$ cat src/rtl/alu_muldiv_seq_pkg.sv
// Shared constants and helpers for the alu_muldiv_seq MUL/DIV sequencer.
// Covers the 74181 function codes, the operation and state encodings, and the
// ALU drive bundle with one constructor for each kind of step.
package alu_muldiv_seq_pkg;

   // 74181 S[3:0] codes. With M=0 they are arithmetic; PASSM is used with M=1.
   localparam logic [3:0] ALUF_ADD   = 4'b1001;  // F = A plus B plus cin
   localparam logic [3:0] ALUF_SUB   = 4'b0110;  // F = A minus B minus 1 plus cin
   localparam logic [3:0] ALUF_PASSM = 4'b1111;  // F = A (logic mode)

   localparam logic MODE_ARITH = 1'b0;
   localparam logic MODE_LOGIC = 1'b1;

   typedef enum logic {
      OP_MUL = 1'b0,
      OP_DIV = 1'b1
   } op_e;

   typedef enum logic [1:0] {
      IDLE = 2'd0,
      LOAD = 2'd1,
      STEP = 2'd2,
      DONE = 2'd3
   } state_e;

   // Everything the sequencer drives into the ALU in one cycle.
   typedef struct packed {
      logic [31:0] m;     // 74181 A side
      logic [31:0] a;     // 74181 B side
      logic [3:0]  f;
      logic        mode;
      logic        cin;
   } alu_drv_t;

   // Quiet drive used in reset, IDLE and DONE.
   function automatic alu_drv_t drv_idle();
      return '{m: 32'd0, a: 32'd0, f: ALUF_PASSM, mode: MODE_LOGIC, cin: 1'b0};
   endfunction

   // Multiply step: shift the accumulator, and add the multiplicand only if the
   // multiplier bit is set. Otherwise the shifted accumulator passes through.
   function automatic alu_drv_t drv_mul(input logic [31:0] acc, input logic [31:0] mcand,
                                        input logic bit_set);
      if (bit_set)
         return '{m: acc << 1, a: mcand, f: ALUF_ADD, mode: MODE_ARITH, cin: 1'b0};
      return '{m: acc << 1, a: mcand, f: ALUF_PASSM, mode: MODE_LOGIC, cin: 1'b0};
   endfunction

   // Restoring-divide trial subtraction. cin=1 turns A-B-1 into A-B.
   function automatic alu_drv_t drv_div(input logic [31:0] rs, input logic [31:0] divisor);
      return '{m: rs, a: divisor, f: ALUF_SUB, mode: MODE_ARITH, cin: 1'b1};
   endfunction

   // Zero-divisor probe: 0 - d - 1 is all ones exactly when d == 0, so aeqm flags it.
   function automatic alu_drv_t drv_zchk(input logic [31:0] divisor);
      return '{m: 32'd0, a: divisor, f: ALUF_SUB, mode: MODE_ARITH, cin: 1'b0};
   endfunction

endpackage

$ cat src/rtl/alu_muldiv_seq_if.sv
// Bundle for the sequencer: the request/response side toward microcode and the
// drive/result side toward the 33-bit 74181 ALU.
// slave  = the sequencer.
// master = whoever drives requests and returns the ALU result.
interface alu_muldiv_seq_if #(parameter int DW = 16);
   logic          start;
   logic          op;
   logic [31:0]   opa;
   logic [DW-1:0] opb;
   logic          busy;
   logic          done;
   logic [31:0]   result;
   logic [31:0]   rem;
   logic          err;
   logic [31:0]   alu_m;
   logic [31:0]   alu_a;
   logic [3:0]    aluf;
   logic          alumode;
   logic          cin0;
   logic [32:0]   alu;
   logic          aeqm;

   modport slave (
      input  start, op, opa, opb, alu, aeqm,
      output busy, done, result, rem, err, alu_m, alu_a, aluf, alumode, cin0
   );

   modport master (
      output start, op, opa, opb, alu, aeqm,
      input  busy, done, result, rem, err, alu_m, alu_a, aluf, alumode, cin0
   );
endinterface

$ cat src/rtl/alu_muldiv_seq_fsm.sv
// Sequencer control: IDLE -> LOAD -> STEP x N -> DONE -> IDLE.
// A 6-bit counter runs down from N-1 during STEP; last_o marks the final step.
// busy_o and done_o are registered.
module alu_muldiv_seq_fsm
   import alu_muldiv_seq_pkg::*;
#(
   parameter int DW = 16
) (
   input  logic   clk,
   input  logic   reset,
   input  logic   start_i,
   input  op_e    op_i,
   input  logic   skip_i,
   output state_e state_o,
   output logic   busy_o,
   output logic   done_o,
   output logic   last_o
);

   localparam logic [5:0] MUL_LAST = 6'(DW - 1);
   localparam logic [5:0] DIV_LAST = 6'd31;

   state_e     state_q;
   logic [5:0] cnt_q;
   logic       busy_q;
   logic       done_q;

   // State, step counter and registered busy/done flags.
   // NOTE: non-blocking everywhere here so every register sees pre-edge values.
   always_ff @(posedge clk) begin
      if (reset) begin
         state_q <= IDLE;
         cnt_q   <= 6'd0;
         busy_q  <= 1'b0;
         done_q  <= 1'b0;
      end else begin
         case (state_q)
            IDLE: if (start_i) begin
               state_q <= LOAD;
               busy_q  <= 1'b1;
            end
            LOAD: if (skip_i) begin
               state_q <= DONE;
               busy_q  <= 1'b0;
               done_q  <= 1'b1;
            end else begin
               state_q <= STEP;
               cnt_q   <= (op_i == OP_DIV) ? DIV_LAST : MUL_LAST;
            end
            STEP: if (cnt_q == 6'd0) begin
               state_q <= DONE;
               busy_q  <= 1'b0;
               done_q  <= 1'b1;
            end else begin
               cnt_q <= cnt_q - 6'd1;
            end
            DONE: begin
               state_q <= IDLE;
               done_q  <= 1'b0;
            end
            default: state_q <= IDLE;
         endcase
      end
   end

   assign state_o = state_q;
   assign busy_o  = busy_q;
   assign done_o  = done_q;
   assign last_o  = (state_q == STEP) && (cnt_q == 6'd0);

endmodule

$ cat src/rtl/alu_muldiv_seq.sv
// Unsigned multiply (left-shift add) and restoring divide, performed one step
// per cycle on an external 33-bit 74181 ALU.
// Optional feature macro: ALU_MULDIV_DIVZERO_EN enables the zero-divisor probe
// in LOAD, the early DONE and the err flag.
// The running accumulator/remainder lives in the registered alu_m drive.
// Each step's ALU result is folded straight into the next drive.
module alu_muldiv_seq
   import alu_muldiv_seq_pkg::*;
#(
   parameter int DW = 16
) (
   input logic             clk,
   input logic             reset,
   alu_muldiv_seq_if.slave bus
);

   state_e      state;
   logic        last;
   logic        skip;
   op_e         op_q;
   logic [31:0] opnd_q;    // ALU B-side operand: multiplicand or divisor
   logic [31:0] bits_q;    // multiplier (MSB-aligned) or dividend, consumed MSB first
   logic [30:0] q_q;       // quotient bits gathered so far
   logic [31:0] result_q;
   logic [31:0] rem_q;
   alu_drv_t    drv_q;

   logic [31:0] acc_n;
   logic [31:0] base;
   logic [31:0] q_n;
   alu_drv_t    step_drv;

   alu_muldiv_seq_fsm #(.DW(DW)) u_fsm (
      .clk     (clk),
      .reset   (reset),
      .start_i (bus.start),
      .op_i    (op_q),
      .skip_i  (skip),
      .state_o (state),
      .busy_o  (bus.busy),
      .done_o  (bus.done),
      .last_o  (last)
   );

`ifdef ALU_MULDIV_DIVZERO_EN
   logic err_q;
   assign skip    = (op_q == OP_DIV) && bus.aeqm;
   assign bus.err = err_q;
`else
   assign skip    = 1'b0;
   assign bus.err = 1'b0;
`endif

   // Fold this cycle's ALU result and build the next step's drive.
   // NOTE: every output gets a value on all paths so no latch is inferred.
   always_comb begin
      acc_n = bus.alu[31:0];
      if (op_q == OP_DIV && bus.alu[32])
         acc_n = drv_q.m;                // negative trial: restore Rs
      q_n      = {q_q, ~bus.alu[32]};
      base     = (state == LOAD) ? 32'd0 : acc_n;
      step_drv = drv_idle();
      if (op_q == OP_MUL)
         step_drv = drv_mul(base, opnd_q, bits_q[31]);
      else
         step_drv = drv_div({base[30:0], bits_q[31]}, opnd_q);
   end

   // Operand capture, step datapath, result registers and the ALU drive register.
   always_ff @(posedge clk) begin
      if (reset) begin
         op_q     <= OP_MUL;
         opnd_q   <= 32'd0;
         bits_q   <= 32'd0;
         q_q      <= 31'd0;
         result_q <= 32'd0;
         rem_q    <= 32'd0;
         drv_q    <= drv_idle();
`ifdef ALU_MULDIV_DIVZERO_EN
         err_q    <= 1'b0;
`endif
      end else begin
         case (state)
            IDLE: if (bus.start) begin
               op_q   <= op_e'(bus.op);
               opnd_q <= (bus.op == OP_DIV) ? 32'(bus.opb) : bus.opa;
               bits_q <= (bus.op == OP_DIV) ? bus.opa : (32'(bus.opb) << (32 - DW));
`ifdef ALU_MULDIV_DIVZERO_EN
               err_q  <= 1'b0;
               drv_q  <= (bus.op == OP_DIV) ? drv_zchk(32'(bus.opb)) : drv_idle();
`endif
            end
            LOAD: if (skip) begin
               result_q <= 32'hFFFF_FFFF;
               rem_q    <= bits_q;       // dividend, still unshifted
               drv_q    <= drv_idle();
`ifdef ALU_MULDIV_DIVZERO_EN
               err_q    <= 1'b1;
`endif
            end else begin
               drv_q  <= step_drv;
               bits_q <= bits_q << 1;
               q_q    <= 31'd0;
            end
            STEP: begin
               q_q <= q_n[30:0];
               if (last) begin
                  result_q <= (op_q == OP_MUL) ? acc_n : q_n;
                  rem_q    <= (op_q == OP_MUL) ? 32'd0 : acc_n;
                  drv_q    <= drv_idle();
               end else begin
                  drv_q  <= step_drv;
                  bits_q <= bits_q << 1;
               end
            end
            default: ;
         endcase
      end
   end

   assign bus.result  = result_q;
   assign bus.rem     = rem_q;
   assign bus.alu_m   = drv_q.m;
   assign bus.alu_a   = drv_q.a;
   assign bus.aluf    = drv_q.f;
   assign bus.alumode = drv_q.mode;
   assign bus.cin0    = drv_q.cin;

endmodule

$ cat src/flat_wrapper.sv
// flat-port wrapper written by rule: the top's interface ports become plain ports
module alu_muldiv_seq_flat import alu_muldiv_seq_pkg::*;
#(
   parameter int DW = 16
)
  (clk, reset, bus_start, bus_op, bus_opa, bus_opb, bus_alu, bus_aeqm, bus_busy, bus_done, bus_result, bus_rem, bus_err, bus_alu_m, bus_alu_a, bus_aluf, bus_alumode, bus_cin0);
  alu_muldiv_seq_if #(.DW(DW)) bus_i ();
  input logic clk;
  input logic reset;
  input wire logic [$bits(bus_i.start)-1:0] bus_start;
  input wire logic [$bits(bus_i.op)-1:0] bus_op;
  input wire logic [$bits(bus_i.opa)-1:0] bus_opa;
  input wire logic [$bits(bus_i.opb)-1:0] bus_opb;
  input wire logic [$bits(bus_i.alu)-1:0] bus_alu;
  input wire logic [$bits(bus_i.aeqm)-1:0] bus_aeqm;
  output wire logic [$bits(bus_i.busy)-1:0] bus_busy;
  output wire logic [$bits(bus_i.done)-1:0] bus_done;
  output wire logic [$bits(bus_i.result)-1:0] bus_result;
  output wire logic [$bits(bus_i.rem)-1:0] bus_rem;
  output wire logic [$bits(bus_i.err)-1:0] bus_err;
  output wire logic [$bits(bus_i.alu_m)-1:0] bus_alu_m;
  output wire logic [$bits(bus_i.alu_a)-1:0] bus_alu_a;
  output wire logic [$bits(bus_i.aluf)-1:0] bus_aluf;
  output wire logic [$bits(bus_i.alumode)-1:0] bus_alumode;
  output wire logic [$bits(bus_i.cin0)-1:0] bus_cin0;
  assign bus_i.start = bus_start;
  assign bus_i.op = bus_op;
  assign bus_i.opa = bus_opa;
  assign bus_i.opb = bus_opb;
  assign bus_i.alu = bus_alu;
  assign bus_i.aeqm = bus_aeqm;
  assign bus_busy = bus_i.busy;
  assign bus_done = bus_i.done;
  assign bus_result = bus_i.result;
  assign bus_rem = bus_i.rem;
  assign bus_err = bus_i.err;
  assign bus_alu_m = bus_i.alu_m;
  assign bus_alu_a = bus_i.alu_a;
  assign bus_aluf = bus_i.aluf;
  assign bus_alumode = bus_i.alumode;
  assign bus_cin0 = bus_i.cin0;
  alu_muldiv_seq #(.DW(DW)) u_core (.clk(clk), .reset(reset), .bus(bus_i));
endmodule
$ cat config.mk
export PLATFORM = sky130hd
export DESIGN_NAME = alu_muldiv_seq_flat
export DESIGN_NICKNAME = d
export VERILOG_FILES = /design/src/rtl/alu_muldiv_seq_pkg.sv /design/src/rtl/alu_muldiv_seq_if.sv /design/src/rtl/alu_muldiv_seq_fsm.sv /design/src/rtl/alu_muldiv_seq.sv /design/src/flat_wrapper.sv
export SDC_FILE = /design/constraint.sdc
export NUM_CORES = 1
export LEC_CHECK = 0
export ABC_AREA = 1
export CORE_MARGIN = 2
export CORE_UTILIZATION = 51
export DETAILED_ROUTE_END_ITERATION = 7
export PLACE_DENSITY = 0.81
export SYNTH_ARGS = -nofsm -noshare
export SYNTH_HDL_FRONTEND = slang
export SYNTH_SLANG_ARGS = --single-unit
$ cat constraint.sdc
create_clock -name clk -period 2 [get_ports clk]
set_clock_uncertainty 0.15 [all_clocks]
set_input_delay 0.2 -clock clk [delete_from_list [all_inputs] [get_ports clk]]
set_output_delay 0.2 -clock clk [all_outputs]
set_load 0.1 [all_outputs]
==> results.md, run 1 <==
* Status: complete, no violations
* Post-route cell area at 0.0134 mm2
* Top cell type by total area after synthesis: dfxtp_1
* Worst slew pin tran at 0.931 ns
* Worst path cell trace: inv_1, ha_4, buf_6, o21ai_0, a21oi_1
* LEAKAGE at 5.85 nW
* Slowest CP cell: buf_6
* Setup crit end: u_core.bus.alu_a[24]
* Final wirelength at 29.5 mm
* Diode count at 0
* CP startpoint kind: flip-flop
* Drt first pass iters at 6
* RSZ-0062 raised after global routing: true
* Pins Over Slew Limit at 0
* Hold WC Path Type: input pin to flip-flop
* DIE WIDTH at 148 um
* Critical path class: flip-flop to flip-flop
* CTS Root Cell: clkbuf_16
* Worst Path Required at roughly 2.3 ns
* Worst vdd ir at 1760 uV
* Post-Synth Adder-Cell Area at 0.712%
* Post-route ant nets at 0
* Synth Area in Compound Gates at between 10% and 20%
* Fmax at 538 MHz
* Net Count, Synth at 1614
* Flop2flop setup slack at 0.14 ns
* Worst-case clock buffer depth at 3
* Top-count cell post-synth: nand2_1
* Mux cell area share after synthesis at 0%
* Final min period at about 1.9 ns
* First-pass GRT wire length at 46.9 mm
* Worst-Skew Late Latency at 0.51 ns
* Post-Synth Simple-Gate Area at 26.7%
* Final Cycle Share at 93.0%
* Synth top area cells: dfxtp_1, nand2_1, a21oi_1
* Clock sink count at 238
* Layout Nets at 1766
* Initial antenna violation count at 1
* Power Density at around 2000 mW/mm2
* Layout area overhead at 27.0%
* Slew HR at 37.9%
* Post-synthesis instance total at 1522
* Worst slack at placement at -0.0505 ns
* DR DRC count at 0
* Gp weighted congestion at 0.908
* Levels on crit path at 5
* Worst Setup End Kind: flip-flop
* Final worst slack at approximately 0.14 ns
* Yosys warns at 0
* Inst Count DP at 1916
* Synth Area in XOR/XNOR at 0%
* Synth Flop Type: dfxtp_1
* All-Layer GR Usage at 25.8%
* DR vias/cell at 5.33
* Post-Syn Area at around 0.011 mm2
* Crit Reg-Reg Endpoint: u_core.bus.alu_a[24]
* Async SR Flop Fraction at 0%
* Post-synth top cells: nand2_1, dfxtp_1, nor2_1, a21oi_1, o21ai_0
* Synthesized area per cell at 6.93 um2
* Crit path max fanout at 75
* CTS tree: built
* Largest net degree at the start of global routing at 87
* Dpl cell area at 0.0125 mm2
* Detailed Place HPWL at 19.5 mm
* Vias in the first global route at 9397
* Num ports at 223
* Max cap viols at 0
* Vias at 10455
* Die Y at 148 um
* Port Buffers at 220
* Initial core utilization at 52.1%
* Layout cells sized above 1 at 14.0%
* Reg2Reg Depth at 5
* Num rows at 52
* Hold WS at about 0.18 ns
* Post-route insts no fill at slightly below 2000
* Cts bufs inserted at 25
* Die area at 0.0218 mm2
* Endpoints failing setup at 0
* Synth Register Bits at 238
* Post-synth EDFFs at 0
* Synth top area share at 45.2%
* Total core area at 0.0202 mm2
* Post-CTS Repair Setup Buffers at 0
* Largest family of logic cells by synthesized area: simple AND/OR/NAND/NOR gates
* Buf/Inv on CP at 2
* Avg WL per Cell at 15.1 um
* Final hold vios at 0
* Synth cell types at 31
* CP top delay family: buffers and inverters
* RR Startpoint: u_core.u_fsm.state_o[1]
* GRT overflow at 0
* CP startpoint: u_core.u_fsm.state_o[1]
* Sequential share of the synthesized area at a little under half
* CTS H-tree lvls at 1
* Clock transition at the registers of the reported paths at 0.06 ns
* Worst Path Arrival at 2.15 ns
* Crit-path max cell delay at 0.40 ns
* DR iter-0 viols at 884
==> where the power goes <==
| group | switching [mW] | internal [mW] | leakage [nW] |
|---|---|---|---|
| combinational | 10.7 | 3.71 | 3.49 |
| sequential | 0.932 | 6.21 | 1.95 |
| clock | 1.90 | 2.71 | 0.403 |
==> repair_timing <==
| action | in CTS | in global routing |
|---|---|---|
| endpoints found under the hold margin | 19 | 0 |
| setup endpoints to repair | 16 | 53 |
| resized for setup | 2 | 3 |
| hold buffers | 1 | 0 |
==> placed cells by master (no fill, tap or decap), drive strengths merged <==
| master | Yosys | final |
|---|---|---|
| nand4 | 3 | 3 |
| dfxtp | 238 | 238 |
| clkinvlp | 0 | 1 |
| o21ai | 165 | 165 |
| a21oi | 169 | 169 |
| clkinv | 1 | 8 |
| inv | 66 | 67 |
| clkbuf | 61 | 34 |
| nor2 | 225 | 225 |
| a22oi | 15 | 15 |
| nand3 | 78 | 78 |
| ha | 6 | 6 |
| nand3b | 1 | 1 |
| a211oi | 1 | 1 |
| bufinv | 0 | 2 |
| o31ai | 1 | 1 |
| buf | 64 | 166 |
| nand2 | 378 | 378 |
| or2 | 17 | 17 |
| clkdlybuf4s50 | 0 | 83 |
| conb | 1 | 1 |
| dlygate4sd3 | 0 | 1 |
| o211ai | 16 | 16 |
| a21boi | 16 | 16 |
==> metal layers <==
| layer | GRT usage (%) | routed length (um) |
|---|---|---|
| met3 | 5.37 | 2640 |
| met4 | 6.44 | 572 |
| met1 | 34.8 | 12500 |
| met5 | 0 | 11 |
| met2 | 42.5 | 13800 |
==> layout make-up <==
| type | count | area, um2 |
|---|---|---|
| Fill cell | 1788 | 6840 |
| Multi-Input combinational cell | 1092 | 4970 |
| Sequential cell | 238 | 4770 |
| Timing Repair Buffer | 250 | 2250 |
| Clock buffer | 34 | 699 |
| Tap cell | 270 | 338 |
| Inverter | 67 | 254 |
| Clock inverter | 11 | 115 |
==> tightest hold or removal path, cell delays in order <==
cell and delay [ns]:
clkdlybuf4s50_1 0.46, nand2_1 0.09, a21oi_1 0.05
==> stage by stage <==
stage	power (mW)	utilization (%)	setup TNS, ns
3_5_place_dp	21.4	62.0	-0.421
5_1_grt	27.6	66.2	-0.0244
4_1_cts	26.1	66.1	0
6_report	26.1	66.2	0
2_1_floorplan	18.4	-	0
3_3_place_gp	21.2	62.0	-0.548
==> cell families (layout without fill, tap and decap cells) <==
kind of cell,Yosys count,in the layout
DFF,238,238
adders and majority gates,6,6
AOI/OAI and AO/OA,383,383
other,1,1
and+or+nand+nor,702,702
buffers and inverters,192,362
==> registers in the layout, summed over array words and instances (netlist names), 2 cells and up <==
signal / count
u_core.bits_q: 32
u_core.bus.alu_a: 32
u_core.bus.alu_m: 32
u_core.bus.rem: 32
u_core.bus.result: 32
u_core.opnd_q: 32
u_core.q_q: 31
u_core.u_fsm.cnt_q: 6
u_core.bus.aluf: 2
u_core.u_fsm.state_o: 2
==> worst min-delay path by stage <==
stage / from / to / slack [ns] / depth (start not counted)
floorplan: bus_opa[31] / u_core.opnd_q[31] / 0.19 / 2
global placement: u_core.opnd_q[24] / u_core.bus.alu_a[24] / 0.30 / 2
detailed placement: u_core.opnd_q[3] / u_core.bus.alu_a[3] / 0.30 / 2
CTS: bus_opa[31] / u_core.opnd_q[31] / 0.16 / 3
global route: bus_opa[31] / u_core.opnd_q[31] / 0.17 / 3
finish: bus_opa[31] / u_core.opnd_q[31] / 0.18 / 3
No activity file was read; power rests on OpenSTA's default activity.
==> inputs of run 2 (changes only) <==
--- a/config.mk
+++ b/config.mk
@@ -7,9 +7,10 @@
 export LEC_CHECK = 0
 export ABC_AREA = 1
 export CORE_MARGIN = 2
-export CORE_UTILIZATION = 51
+export CORE_UTILIZATION = 55
 export DETAILED_ROUTE_END_ITERATION = 7
-export PLACE_DENSITY = 0.81
+export DONT_BUFFER_PORTS = 1
+export PLACE_DENSITY = 0.71
 export SYNTH_ARGS = -nofsm -noshare
 export SYNTH_HDL_FRONTEND = slang
 export SYNTH_SLANG_ARGS = --single-unit
==> run 2 against run 1 <==
Total power rose by 1.4%. Via count increased by 3.9%. Sequential power down 2%. Worst setup slack worse by 0.060 ns. Cell area grew 1.9%. Cell count fell by 0.61%. Global-route usage up 4.5 points. Utilization rose by 6.5 points. Largest power group unchanged. Highest routed layer is now met4.
==> results.md, run 2 (same netlist as run 1, synthesis figures left out) <==
* Final wirelength at 32.3 mm (+9.2%)
* Gp weighted congestion at 0.899 (-1.0%)
* Num ports at 223 (unchanged)
* Commonest non-fill, non-tap cell in the layout: nand2_1
* Hold WC Path Type: input pin to flip-flop
* Num rows at 50 (-3.8%)
* Final hold vios at 0 (unchanged)
* Layout area overhead at 29.4%
* Total core area at 0.0188 mm2 (-7.2%)
* CTS H-tree lvls at 1 (unchanged)
* Vias at 10859 (+3.9%)
* GRT overflow at 0 (unchanged)
* Worst Setup End Kind: flip-flop
* Initial core utilization at 56.2% (+4.1 points)
* Max cap viols at 0 (unchanged)
* Status: complete, no violations
* Critical path class: flip-flop to flip-flop
* Detailed Place HPWL at 19.2 mm (-1.7%)
* Layout cells sized above 1 at 13.9% (-0.071 points)
* CTS tree: built
* DIE WIDTH at 142 um (-3.6%)
* Crit path max fanout at 31 (-59%)
* Cts bufs inserted at 25 (unchanged)
* Worst Path Arrival at 2.21 ns (+0.06 ns)
* Power Density at 1940 mW/mm2 (-0.45%)
* Clock sink count at 238 (unchanged)
* Final Cycle Share at 96.0% (+3.0 points)
* Crit-path max cell delay at 0.36 ns (-0.04 ns)
* DR iter-0 viols at 984 (+11%)
* Die Y at 142 um (-3.6%)
* Slowest CP cell: dfxtp_2
* DR vias/cell at 5.57 (+4.5%)
* All-Layer GR Usage at 30.3% (+4.5 points)
* Fmax at 521 MHz (-3.1%)
* CTS Root Cell: clkbuf_16
* Filler cells at 1416 (-21%)
* LEAKAGE at 5.96 nW (+2.0%)
* Final worst slack at 0.0808 ns (-0.0596 ns)
* Buf/Inv on CP at 3 (+1)
* Most frequent cells in the layout: nand2_1, dfxtp_1, nor2_1
* Final min period at 1.92 ns (+0.0596 ns)
* RSZ-0062 raised after global routing: false
* Slew HR at 52.3% (+14 points)
* Layout Nets at 1790 (+1.4%)
* Drt first pass iters at 6 (unchanged)
* Pins Over Slew Limit at 0 (unchanged)
* Die area at 0.0203 mm2 (-7.1%)
* DR DRC count at 0 (unchanged)
* CP top delay family: simple AND/OR/NAND/NOR gates
* Post-route cell area at 0.0136 mm2 (+1.9%)
* Post-route ant nets at 0 (unchanged)
* FF+latch area at 0.00477 mm2 (+0.11%)
* Avg WL per Cell at 16.5 um (+9.9%)
* Vias in the first global route at 10062 (+7.1%)
* Worst vdd ir at 1770 uV (+0.49%)
* Worst Path Required at 2.29 ns (about the same)
* Hold WS at 0.0135 ns (-0.171 ns)
* Multi-input gate area at 0.00497 mm2 (about the same)
* CP startpoint kind: flip-flop
* Port Buffers at 0 (-100%)
* Total negative slack at 0 ns (unchanged)
* Worst-Skew Late Latency at 0.52 ns (about the same)
* Largest net degree at the start of global routing at 97 (+11%)
* Worst slew pin tran at 0.715 ns (-0.216 ns)
* Clock transition at the registers of the reported paths at 0.06 ns (about the same)
* Worst slack at placement at 0.0684 ns (+0.119 ns)
* Initial antenna violation count at 1 (unchanged)
* Worst-case clock buffer depth at 3 (unchanged)
* Worst path cell trace: inv_1, ha_4, clkinv_2, or2_1, buf_12, nor2_1, nand2_1, a21oi_1
* Dpl cell area at 0.0117 mm2 (-6.9%)
* First-pass GRT wire length at 50.2 mm (+7.0%)
* Endpoints failing setup at 0 (unchanged)
-- run 2: changes by cell type in the layout (fill, tap and decap cells not counted), sizes merged --
| cell | before | now |
|---|---|---|
| clkinv | 8 | 5 |
| inv | 67 | 66 |
| clkinvlp | 1 | 0 |
| dlymetal6s4s | 0 | 1 |
| clkbuf | 34 | 38 |
| diode | 0 | 1 |
| dlygate4sd3 | 1 | 107 |
| clkdlybuf4s50 | 83 | 0 |
-- run 2: per-stage QoR --
step                util (%)  power (mW)  cells
floorplan                  -        18.4   1522
global placement        62.3        21.1   1796
detailed placement      62.3        21.3   1796
CTS                     72.6        26.3   1949
global route            72.7        27.9   1950
finish                  72.7        26.5   1950
-- run 2: metal layers --
metal  up-vias  share of wire (%)  GRT usage (%)
li1       5286                  -              -
met2       489                 48           52.2
met4         0                4.6           14.8
met3       103                7.0           4.58
met5         -                  0              0
met1      4981                 40           37.1
-- run 2: worst paths after layout --
check / startpoint / end / slack, ns / cells after the start
max: u_core.u_fsm.state_o[0] / u_core.bus.alu_m[10] / 0.08 / 8
min: bus_start / u_core.u_fsm.busy_o / 0.01 / 4
max reg2reg: u_core.u_fsm.state_o[0] / u_core.bus.alu_m[10] / 0.08 / 8
min reg2reg: u_core.opnd_q[23] / u_core.bus.alu_a[23] / 0.32 / 2
-- run 2: tightest hold or removal path, stage by stage --
cell     delay (ns)
nand2_1        0.11
inv_1          0.17
a21oi_1        0.08
nor2_1         0.08
-- run 2: report_power, final --
part	internal (mW)	switching [mW]	leakage [nW]
clock	2.84	1.89	0.416
sequential	6.22	0.804	1.95
combinational	3.74	11.0	3.60
-- run 2: what timing repair did --
action                                 CTS  global route
setup endpoints to repair                0            44
hold buffers                           109             0
endpoints found under the hold margin  184             0
resized for setup                        0             4
buffers inserted                         0             0
-- run 2: cell type report --
class | instances | share of cell area [%]
diodes | 1 | 0.0183
repair buffers | 274 | 18.4
multi-input cells | 1092 | 36.4
clock inverters | 6 | 0.615
inverters | 67 | 1.87
well taps | 234 | 2.15
flip-flops and latches | 238 | 35.0
clock buffers | 38 | 5.53
